**src/rtl/mlp_pkg.sv**
```systemverilog
// Shared defaults and types for the printed-MLP feature framer.
package mlp_pkg;

    localparam int N_FEAT = 11;
    localparam int IN_W   = 8;
    localparam int FEAT_W = 4;
    localparam int CLS_W  = 3;

    typedef enum logic [1:0] {
        COLLECT,
        SETTLE,
        OUT
    } framer_state_t;

    typedef logic [FEAT_W-1:0] feat_t;

endpackage

```
**src/rtl/feature_quantizer.sv**
```systemverilog
// Combinational IN_W -> FEAT_W sample quantizer: truncation by default,
// round half-up with saturation when MLP_FRAMER_ROUND_EN is defined.
module feature_quantizer #(
    parameter int IN_W   = 8,
    parameter int FEAT_W = 4
) (
    input  logic [IN_W-1:0]   x,
    output logic [FEAT_W-1:0] q
);

    localparam int SH = IN_W - FEAT_W;

`ifdef MLP_FRAMER_ROUND_EN
    localparam logic [IN_W:0] HALF = (IN_W+1)'(1) << (SH - 1);

    logic [IN_W:0] sum;
    logic          unused_lsb;

    // The extra carry bit set means the rounded value overflowed FEAT_W bits.
    assign sum        = {1'b0, x} + HALF;
    assign q          = sum[IN_W] ? {FEAT_W{1'b1}} : sum[IN_W-1 -: FEAT_W];
    assign unused_lsb = ^sum[SH-1:0];
`else
    logic unused_lsb;

    assign q          = x[IN_W-1 -: FEAT_W];
    assign unused_lsb = ^x[SH-1:0];
`endif

endmodule

```
**src/rtl/mlp_feature_framer.sv**
```systemverilog
// Frames quantized feature samples into the flat classifier input vector and
// returns the settled class index over valid/ready. Option macro: MLP_FRAMER_ROUND_EN.
module mlp_feature_framer #(
    parameter int N_FEAT = mlp_pkg::N_FEAT,
    parameter int IN_W   = mlp_pkg::IN_W,
    parameter int FEAT_W = mlp_pkg::FEAT_W,
    parameter int CLS_W  = mlp_pkg::CLS_W,
    parameter int SETTLE = 2
) (
    input  logic                     clk,
    input  logic                     rst,
    input  logic                     s_valid,
    output logic                     s_ready,
    input  logic [IN_W-1:0]          s_data,
    input  logic                     s_last,
    output logic [N_FEAT*FEAT_W-1:0] feat_vec,
    input  logic [CLS_W-1:0]         cls_in,
    output logic                     m_valid,
    input  logic                     m_ready,
    output logic [CLS_W-1:0]         m_class,
    output logic                     err_frame,
    output logic [15:0]              frame_cnt
);

    import mlp_pkg::*;

    localparam int IDX_W = (N_FEAT > 1) ? $clog2(N_FEAT) : 1;
    localparam int CNT_W = (SETTLE > 1) ? $clog2(SETTLE) : 1;

    framer_state_t                    state, state_next;
    logic [IDX_W-1:0]                 idx;
    logic [CNT_W-1:0]                 settle_cnt;
    logic [N_FEAT-1:0][FEAT_W-1:0]    shadow;
    logic [N_FEAT-1:0][FEAT_W-1:0]    shadow_wr;
    logic [N_FEAT*FEAT_W-1:0]         feat_vec_q;
    logic                             m_valid_q;
    logic [CLS_W-1:0]                 m_class_q;
    logic                             err_frame_q;
    logic [15:0]                      frame_cnt_q;
    logic [FEAT_W-1:0]                q_feat;

    logic accept, last_slot, commit, frame_err;
    logic in_settle, settle_done, deliver;

    feature_quantizer #(
        .IN_W   (IN_W),
        .FEAT_W (FEAT_W)
    ) u_quant (
        .x (s_data),
        .q (q_feat)
    );

    // The module parameter SETTLE hides the package literal, so the state is named explicitly.
    assign in_settle   = (state == mlp_pkg::SETTLE);
    assign accept      = s_valid && (state == COLLECT);
    assign last_slot   = (idx == IDX_W'(N_FEAT - 1));
    assign commit      = accept && last_slot && s_last;
    assign frame_err   = accept && (s_last != last_slot);
    assign settle_done = in_settle && (settle_cnt == CNT_W'(SETTLE - 1));
    assign deliver     = m_valid_q && m_ready;

    // NOTE: every signal written in always_comb gets a default first, so no latch is inferred.
    always_comb begin
        shadow_wr      = shadow;
        shadow_wr[idx] = q_feat;
    end

    always_comb begin
        state_next = state;
        case (state)
            COLLECT:         if (commit)      state_next = mlp_pkg::SETTLE;
            mlp_pkg::SETTLE: if (settle_done) state_next = OUT;
            OUT:             if (deliver)     state_next = COLLECT;
            default:                          state_next = COLLECT;
        endcase
    end

    // NOTE: sequential state uses non-blocking assignments so every register sees pre-edge values.
    always_ff @(posedge clk) begin
        if (rst) state <= COLLECT;
        else     state <= state_next;
    end

    // NOTE: shadow is a handful of flops rather than a RAM, so it is cleared with everything else.
    always_ff @(posedge clk) begin
        if (rst) begin
            idx         <= '0;
            settle_cnt  <= '0;
            shadow      <= '0;
            feat_vec_q  <= '0;
            m_valid_q   <= 1'b0;
            m_class_q   <= '0;
            err_frame_q <= 1'b0;
            frame_cnt_q <= '0;
        end else begin
            err_frame_q <= frame_err;
            if (accept) begin
                idx <= (commit || frame_err) ? '0 : idx + IDX_W'(1);
                if (!frame_err) shadow <= shadow_wr;
            end
            // The slot being written this edge is merged straight into the committed vector.
            if (commit) begin
                feat_vec_q <= shadow_wr;
                settle_cnt <= '0;
            end else if (in_settle) begin
                settle_cnt <= settle_cnt + CNT_W'(1);
            end
            if (settle_done) begin
                m_class_q <= cls_in;
                m_valid_q <= 1'b1;
            end
            if (deliver) begin
                m_valid_q   <= 1'b0;
                frame_cnt_q <= frame_cnt_q + 16'd1;
            end
        end
    end

    assign s_ready   = (state == COLLECT);
    assign feat_vec  = feat_vec_q;
    assign m_valid   = m_valid_q;
    assign m_class   = m_class_q;
    assign err_frame = err_frame_q;
    assign frame_cnt = frame_cnt_q;

endmodule
```
**config.mk**
```make
export PLATFORM = sky130hd
export DESIGN_NAME = mlp_feature_framer
export DESIGN_NICKNAME = d
export VERILOG_FILES = /design/src/rtl/mlp_pkg.sv /design/src/rtl/feature_quantizer.sv /design/src/rtl/mlp_feature_framer.sv
export SDC_FILE = /design/constraint.sdc
export NUM_CORES = 1
export LEC_CHECK = 0
export ABC_CLOCK_PERIOD_IN_PS = 4550
export BUFFER_PORTS_ARGS = -buffer_cell sky130_fd_sc_hd__buf_4
export CAP_MARGIN = 30
export CORE_ASPECT_RATIO = 1.1
export CORE_MARGIN = 2
export CORE_UTILIZATION = 45
export DETAILED_ROUTE_END_ITERATION = 10
export PLACE_DENSITY = 0.77
export SLEW_MARGIN = 40
export SYNTH_ARGS = -nofsm -noshare
export SYNTH_HDL_FRONTEND = slang
export SYNTH_SLANG_ARGS = --single-unit
export TNS_END_PERCENT = 10
```
**constraint.sdc**
```tcl
create_clock -name clk -period 4.55 [get_ports clk]
set_input_delay 0.455 -clock clk [delete_from_list [all_inputs] [get_ports clk]]
set_output_delay 0.455 -clock clk [all_outputs]
set_load 0.05 [all_outputs]
```
==> impl_results.md, run 1 <==
- Drt first pass iters: 5
- Die ar.: ~12000 µm²
- Unique masters post-synth: 33
- Crit path kind: reg2reg
- GR Util All Layers: 0.182
- Post-Syn Area: approximately 4900 µm²
- Die height: 113 µm
- ANT cells: 0
- Fmax: 0.379 GHz
- Core area: approximately 10000 µm²
- DR iter-0 viols: 218
- Ports: ~80
- Hold Path Origin: cls_in[2]
- Setup TNS: 0 ns
- Clock root buffer: clkbuf_16
- CP Max Fanout: 48
- Multi-input combinational cell area: ~2400 µm²
- FF-to-FF Start: idx[0]
- Worst slack, placed: approximately 2.0 ns
- Ys Warns: 0
- Power Dens Cells: 323 nW/µm²
- Clock period minus worst slack: 2.64 ns
- Worst flop-to-flop path endpoint: feat_vec[7]
- Area growth, synth to finish: 19.0%
- Post-CTS setup buffer count: 0
- WHS: ~0.36 ns
- Overall power: 1.86 mW
- WL final: 10.5 mm
- Layout filler cell count: 964
- Max H-tree Level: 3
- Finished Core Util: 0.553
- First-pass GRT wire length: 16.9 mm
- Port bufs: 77
- Via count: 3694
- Routed Antenna Nets: 0
- Max Transition Viols Final: 0
- Cts bufs inserted: 9
- Clock skew: 0.0117 ns
- FF/Latch Area: roughly 2200 µm²
- Final Setup Violations: 0
- #FFs+latches synth: 112
- WP data arrival: 2.90 ns
- Chip width: 103 µm
- Critical path origin: idx[0]
- WP buf/inv: 2
- DPL Wire Length: 7.11 mm
- Commonest cells after routing, fill and taps aside: dfxtp_1 (112), mux2i_1 (80), buf_4 (79)
- Startpoint types: flip-flop
- Hold buffer count at CTS: 0
- Final nets: 581
- Seq/Total Area, Yosys: 0.462
- Drt wl/cell: 14.8 µm
- CP Depth: 7
- Largest net degree at the start of global routing: 79
- Final setup margin: 1.91 ns
- CTS tree: done
- CTS max path bufs: 2
- Final hold vios: 0
- Post-CTS sizing: 0
- Vias per inst: 5.22
- Worst Reg2Reg Path Length in Cells: 7
- Clock transition at the registers of the reported paths: ~0.07 ns
- # rows: 39
- Max stage delay cell, worst path: and3_2
- GPL Wtd Cong: just under 0.9
- Initial Util: 0.465
- Leak: 2.49 nW
- Worst path cell trace: inv_1, ha_1, and3b_1, and3_2, buf_4, nor2_1, a211oi_1
- Slew HR: 0.525
- Number of global-route vias before repair: 3501
- Overflow after GRT: 0
- Period utilization: 0.581
- Hold Crit Class: in2reg
- R2R Setup Slk: 1.91 ns
- Status: finished clean
- Critical path endpoint category: flip-flop
- Layout cells sized above 1: 0.186
- DRC: 0
- Crit path largest cell delay: ~0.65 ns
- Initial antenna violation count: 0
- Required time worst endpoint: 4.80 ns
- Worst Hold End: m_class[2]
- Worst hold stages: 3
- Most common cell after layout, fill and taps aside: dfxtp_1
- Syn_area_per_cell: 9.53 µm²
- Worst skew pair latency: 0.35 ns
- CTS Sinks: 112
- Synth Instances: just over 500
- Syn_nets: 530
- Worst Max-Slew Pin Slew: 0.713 ns
- Peak VDD IR: 0.000173 V
- Total of max-cap violations: 0
- Cell family with most CP delay: simple AND/OR/NAND/NOR gates
- RSZ-0062 raised after global routing: false
state kept, by name (all words and copies together) (netlist names):
name and flops:
frame_cnt 16, idx 4, err_frame 1, state 2, m_valid 1, settle_cnt 1, feat_vec 44, shadow 40
m_class 3
routing by layer:
metal	GRT usage	wire, µm
met2	0.290	4970
met4	0.0746	206
met1	0.245	4920
met3	0.0296	387
met5	0	0
worst min-delay path, cell delays in order:
cell and delay [ns]:
buf_4 0.11, nand3_1 0.05, a21oi_1 0.05
cell usage after synthesis, drive strengths merged:
library cell / count / area share
nand3b: 8 / 0.012
nor3: 6 / 0.0062
a21oi: 15 / 0.015
or3: 1 / 0.0013
and3: 3 / 0.0039
nand3: 16 / 0.017
or3b: 2 / 0.0036
inv: 5 / 0.0039
and4: 1 / 0.0018
nor2: 67 / 0.052
nand2: 25 / 0.019
nor2b: 4 / 0.0052
mux2i: 80 / 0.17
buf: 16 / 0.016
xnor2: 8 / 0.014
nand4: 3 / 0.0039
o21ai: 3 / 0.0031
clkbuf: 23 / 0.018
nor3b: 7 / 0.016
mux2: 5 / 0.012
and3b: 1 / 0.0018
ha: 5 / 0.013
a211oi: 40 / 0.062
xor2: 4 / 0.0072
nand2b: 45 / 0.058
nor4: 4 / 0.0064
dfxtp: 112 / 0.46
layout make-up:
| cell class | instances | area share |
|---|---|---|
| Clock buffer | 14 | 0.0457 |
| Clock inverter | 2 | 0.00650 |
| Inverter | 5 | 0.00325 |
| Multi-Input combinational cell | 353 | 0.423 |
| Sequential cell | 112 | 0.388 |
| Tap cell | 143 | 0.0310 |
| Timing Repair Buffer | 79 | 0.103 |
how the worst max path moves through the flow:
stage | to | slack (ns)
after floorplan | frame_cnt[15] | 2.42
after global placement | shadow[25] | 2.10
after detailed placement | feat_vec[28] | 1.97
after CTS | feat_vec[7] | 1.92
after global routing | feat_vec[8] | 1.66
final | feat_vec[7] | 1.91
kinds of logic after synthesis:
family / after synthesis / synth area share
AO/OA/AOI/OAI: 58 / 0.0805
XOR/XNOR: 12 / 0.0217
adder cells (fa/ha/maj): 5 / 0.0129
buffers and inverters: 44 / 0.0377
flip-flops: 112 / 0.462
multiplexers: 85 / 0.177
AND/OR/NAND/NOR: 193 / 0.208
power breakdown:
part / internal, mW / switching (mW)
clock network: 0.458 / 0.342
registers: 0.983 / 0.00228
logic: 0.0275 / 0.0495
total: 1.47 / 0.393
stage by stage:
step                std cells  area, µm²
floorplan                 509       4850
global placement          692       5460
detailed placement        692       5470
CTS                       708       5770
global route              708       5770
finish                    708       5770
(Power assumes the default switching activity.)
==> run 2, diff against run 1 <==
- ABC_CLOCK_PERIOD_IN_PS: 4550 -> 2700
- clock period: 4.55 -> 2.7 ns (I/O delays scaled with it)
==> run 2 against run 1 <==
Sequential cell count unchanged. First-iteration DRC count down 13%. Critical path type unchanged. Register-to-register slack got worse by 1.5 ns. Largest power group unchanged. Critical endpoint is now shadow[2]. Global-route usage up 0.72 points. Critical path depth unchanged.
==> impl_results.md, run 2 (synthesis results as in run 1) <==
- Switching pwr: 0.680 mW
- WHS: approximately 0.19 ns
- Peak VDD IR: 0.000381 V
- Placed cell areas: 5520 µm²
- Power share of the clock group: 0.408
- Cts bufs inserted: 9
- Vias per inst: approximately 5.3
- Total of max-cap violations: 0
- Period utilization: 0.838
- Max stage delay cell, worst path: xnor2_1
- Post-CTS sizing: 0
- Worst path cell trace: inv_1, ha_1, and3b_1, xnor2_1, buf_4, and3_1, mux2i_1
- WP data arrival: 2.53 ns
- Slew HR: 0.645
- Cell Count, Final, Fillers Out: approximately 700
- Final Setup Violations: 0
- Clock period minus worst slack: 2.26 ns
- Startpoint types: flip-flop
- Max Transition Viols Final: 0
- First-pass GRT wire length: ~18 mm
- Crit path kind: reg2reg
- Final nets: slightly below 600
- Initial Util: 0.465
- Clock root buffer: clkbuf_16
- Commonest cells after routing, fill and taps aside: dfxtp_1 (112), mux2i_1 (80), buf_4 (79)
- Post-CTS setup buffer count: 0
- Chip width: 103 µm
- Area growth, synth to finish: 19.4%
- CTS max path bufs: 2
- GR Util All Layers: 0.190
- Final Instance Area: between 5000 and 6000 µm²
- CTS tree: done
- # rows: 39
- Combinational share of power: 0.044
- Largest net degree at the start of global routing: 67
- Ports: 82
- Internal power: 2.35 mW
- DRC: 0
- Hold buffer count at CTS: 0
- Critical path endpoint category: flip-flop
- Crit path largest cell delay: 0.44 ns
- Power Dens Cells: 523 nW/µm²
- Initial antenna violation count: 0
- Die height: 113 µm
- Layout cells sized above 1: 0.190
- Hold Crit Class: in2reg
- Drt first pass iters: 7
- Sw frac: 0.224
- WP buf/inv: 2
- Most common cell after layout, fill and taps aside: dfxtp_1
- DPL Wire Length: roughly 7.4 mm
- Die ar.: 11600 µm²
- Via count: 3740
- Largest register FFs: 44
- CTS Sinks: 112
- Routed Antenna Nets: 0
- WL final: 10.7 mm
- Worst skew pair latency: 0.35 ns
- Drt wl/cell: 15.1 µm
- CP Max Fanout: 6
- ANT cells: 0
- Setup TNS: 0 ns
- Core area: 10400 µm²
- Number of global-route vias before repair: 3584
- Finished Core Util: 0.555
- Clock transition at the registers of the reported paths: 0.07 ns
- DP Cell Count: between 600 and 700
- Overflow after GRT: 0
- Required time worst endpoint: 2.97 ns
- Max H-tree Level: 3
- DR iter-0 viols: between 150 and 200
- Status: finished clean
- Leak: between 2 and 2.5 nW
- RSZ-0062 raised after global routing: false
- GPL Wtd Cong: 0.860
- Clock skew: roughly 0.0063 ns
- Port bufs: 77
- Final hold vios: 0
- Worst Max-Slew Pin Slew: 0.532 ns
- Fmax: 0.442 GHz
- Sequential power share: 0.548
- Cell family with most CP delay: simple AND/OR/NAND/NOR gates
==> run 2: area by class of cell <==
cell class	instances	area [µm²]
Tap cell	143	179
Timing Repair Buffer	82	653
Clock buffer	10	239
Multi-Input combinational cell	353	2430
Fill cell	998	4650
Inverter	5	18.8
Clock inverter	5	33.8
Sequential cell	112	2240
==> run 2: worst reg2reg max path, stage by stage (launching register included) <==
cell and delay [ns]:
dfxtp_1 0.39, inv_1 0.11, ha_1 0.23, and3b_1 0.24, xnor2_1 0.44, buf_4 0.24, and3_1 0.30, mux2i_1 0.24
==> run 2: per-layer routing <==
metal | vias to the layer above | track usage | part of all wire
li1 | 1860 | - | -
met1 | 1775 | 0.250 | 0.46
met2 | 90 | 0.304 | 0.48
met3 | 15 | 0.0296 | 0.039
met4 | 0 | 0.0833 | 0.021
met5 | - | 0 | 0
==> run 2: path summary, 6_finish.rpt <==
kind                            startpoint    endpoint  slack [ns]  cells after the start
worst min register to register  m_class[0]  m_class[0]        0.46                      2
worst max register to register      idx[0]   shadow[2]        0.44                      7
worst max-delay path                idx[0]   shadow[2]        0.44                      7
worst min-delay path             cls_in[2]  m_class[2]        0.19                      3
==> run 2: stage by stage <==
| stage | total power, mW | setup WS, ns |
|---|---|---|
| final | 3.03 | 0.438 |
| after detailed placement | 1.83 | 0.459 |
| after CTS | 3.06 | 0.437 |
| after floorplan | 1.79 | 0.571 |
| after global placement | 1.83 | 0.567 |
| after global routing | 3.13 | 0.328 |
==> run 2: power groups by stage <==
stage / clock (mW) / combinational [mW] / sequential [mW]
2_1_floorplan: 0 / 0.0872 / 1.70
3_3_place_gp: 0 / 0.129 / 1.70
3_5_place_dp: 0 / 0.133 / 1.70
4_1_cts: 1.27 / 0.133 / 1.66
5_1_grt: 1.33 / 0.143 / 1.66
6_report: 1.24 / 0.133 / 1.66
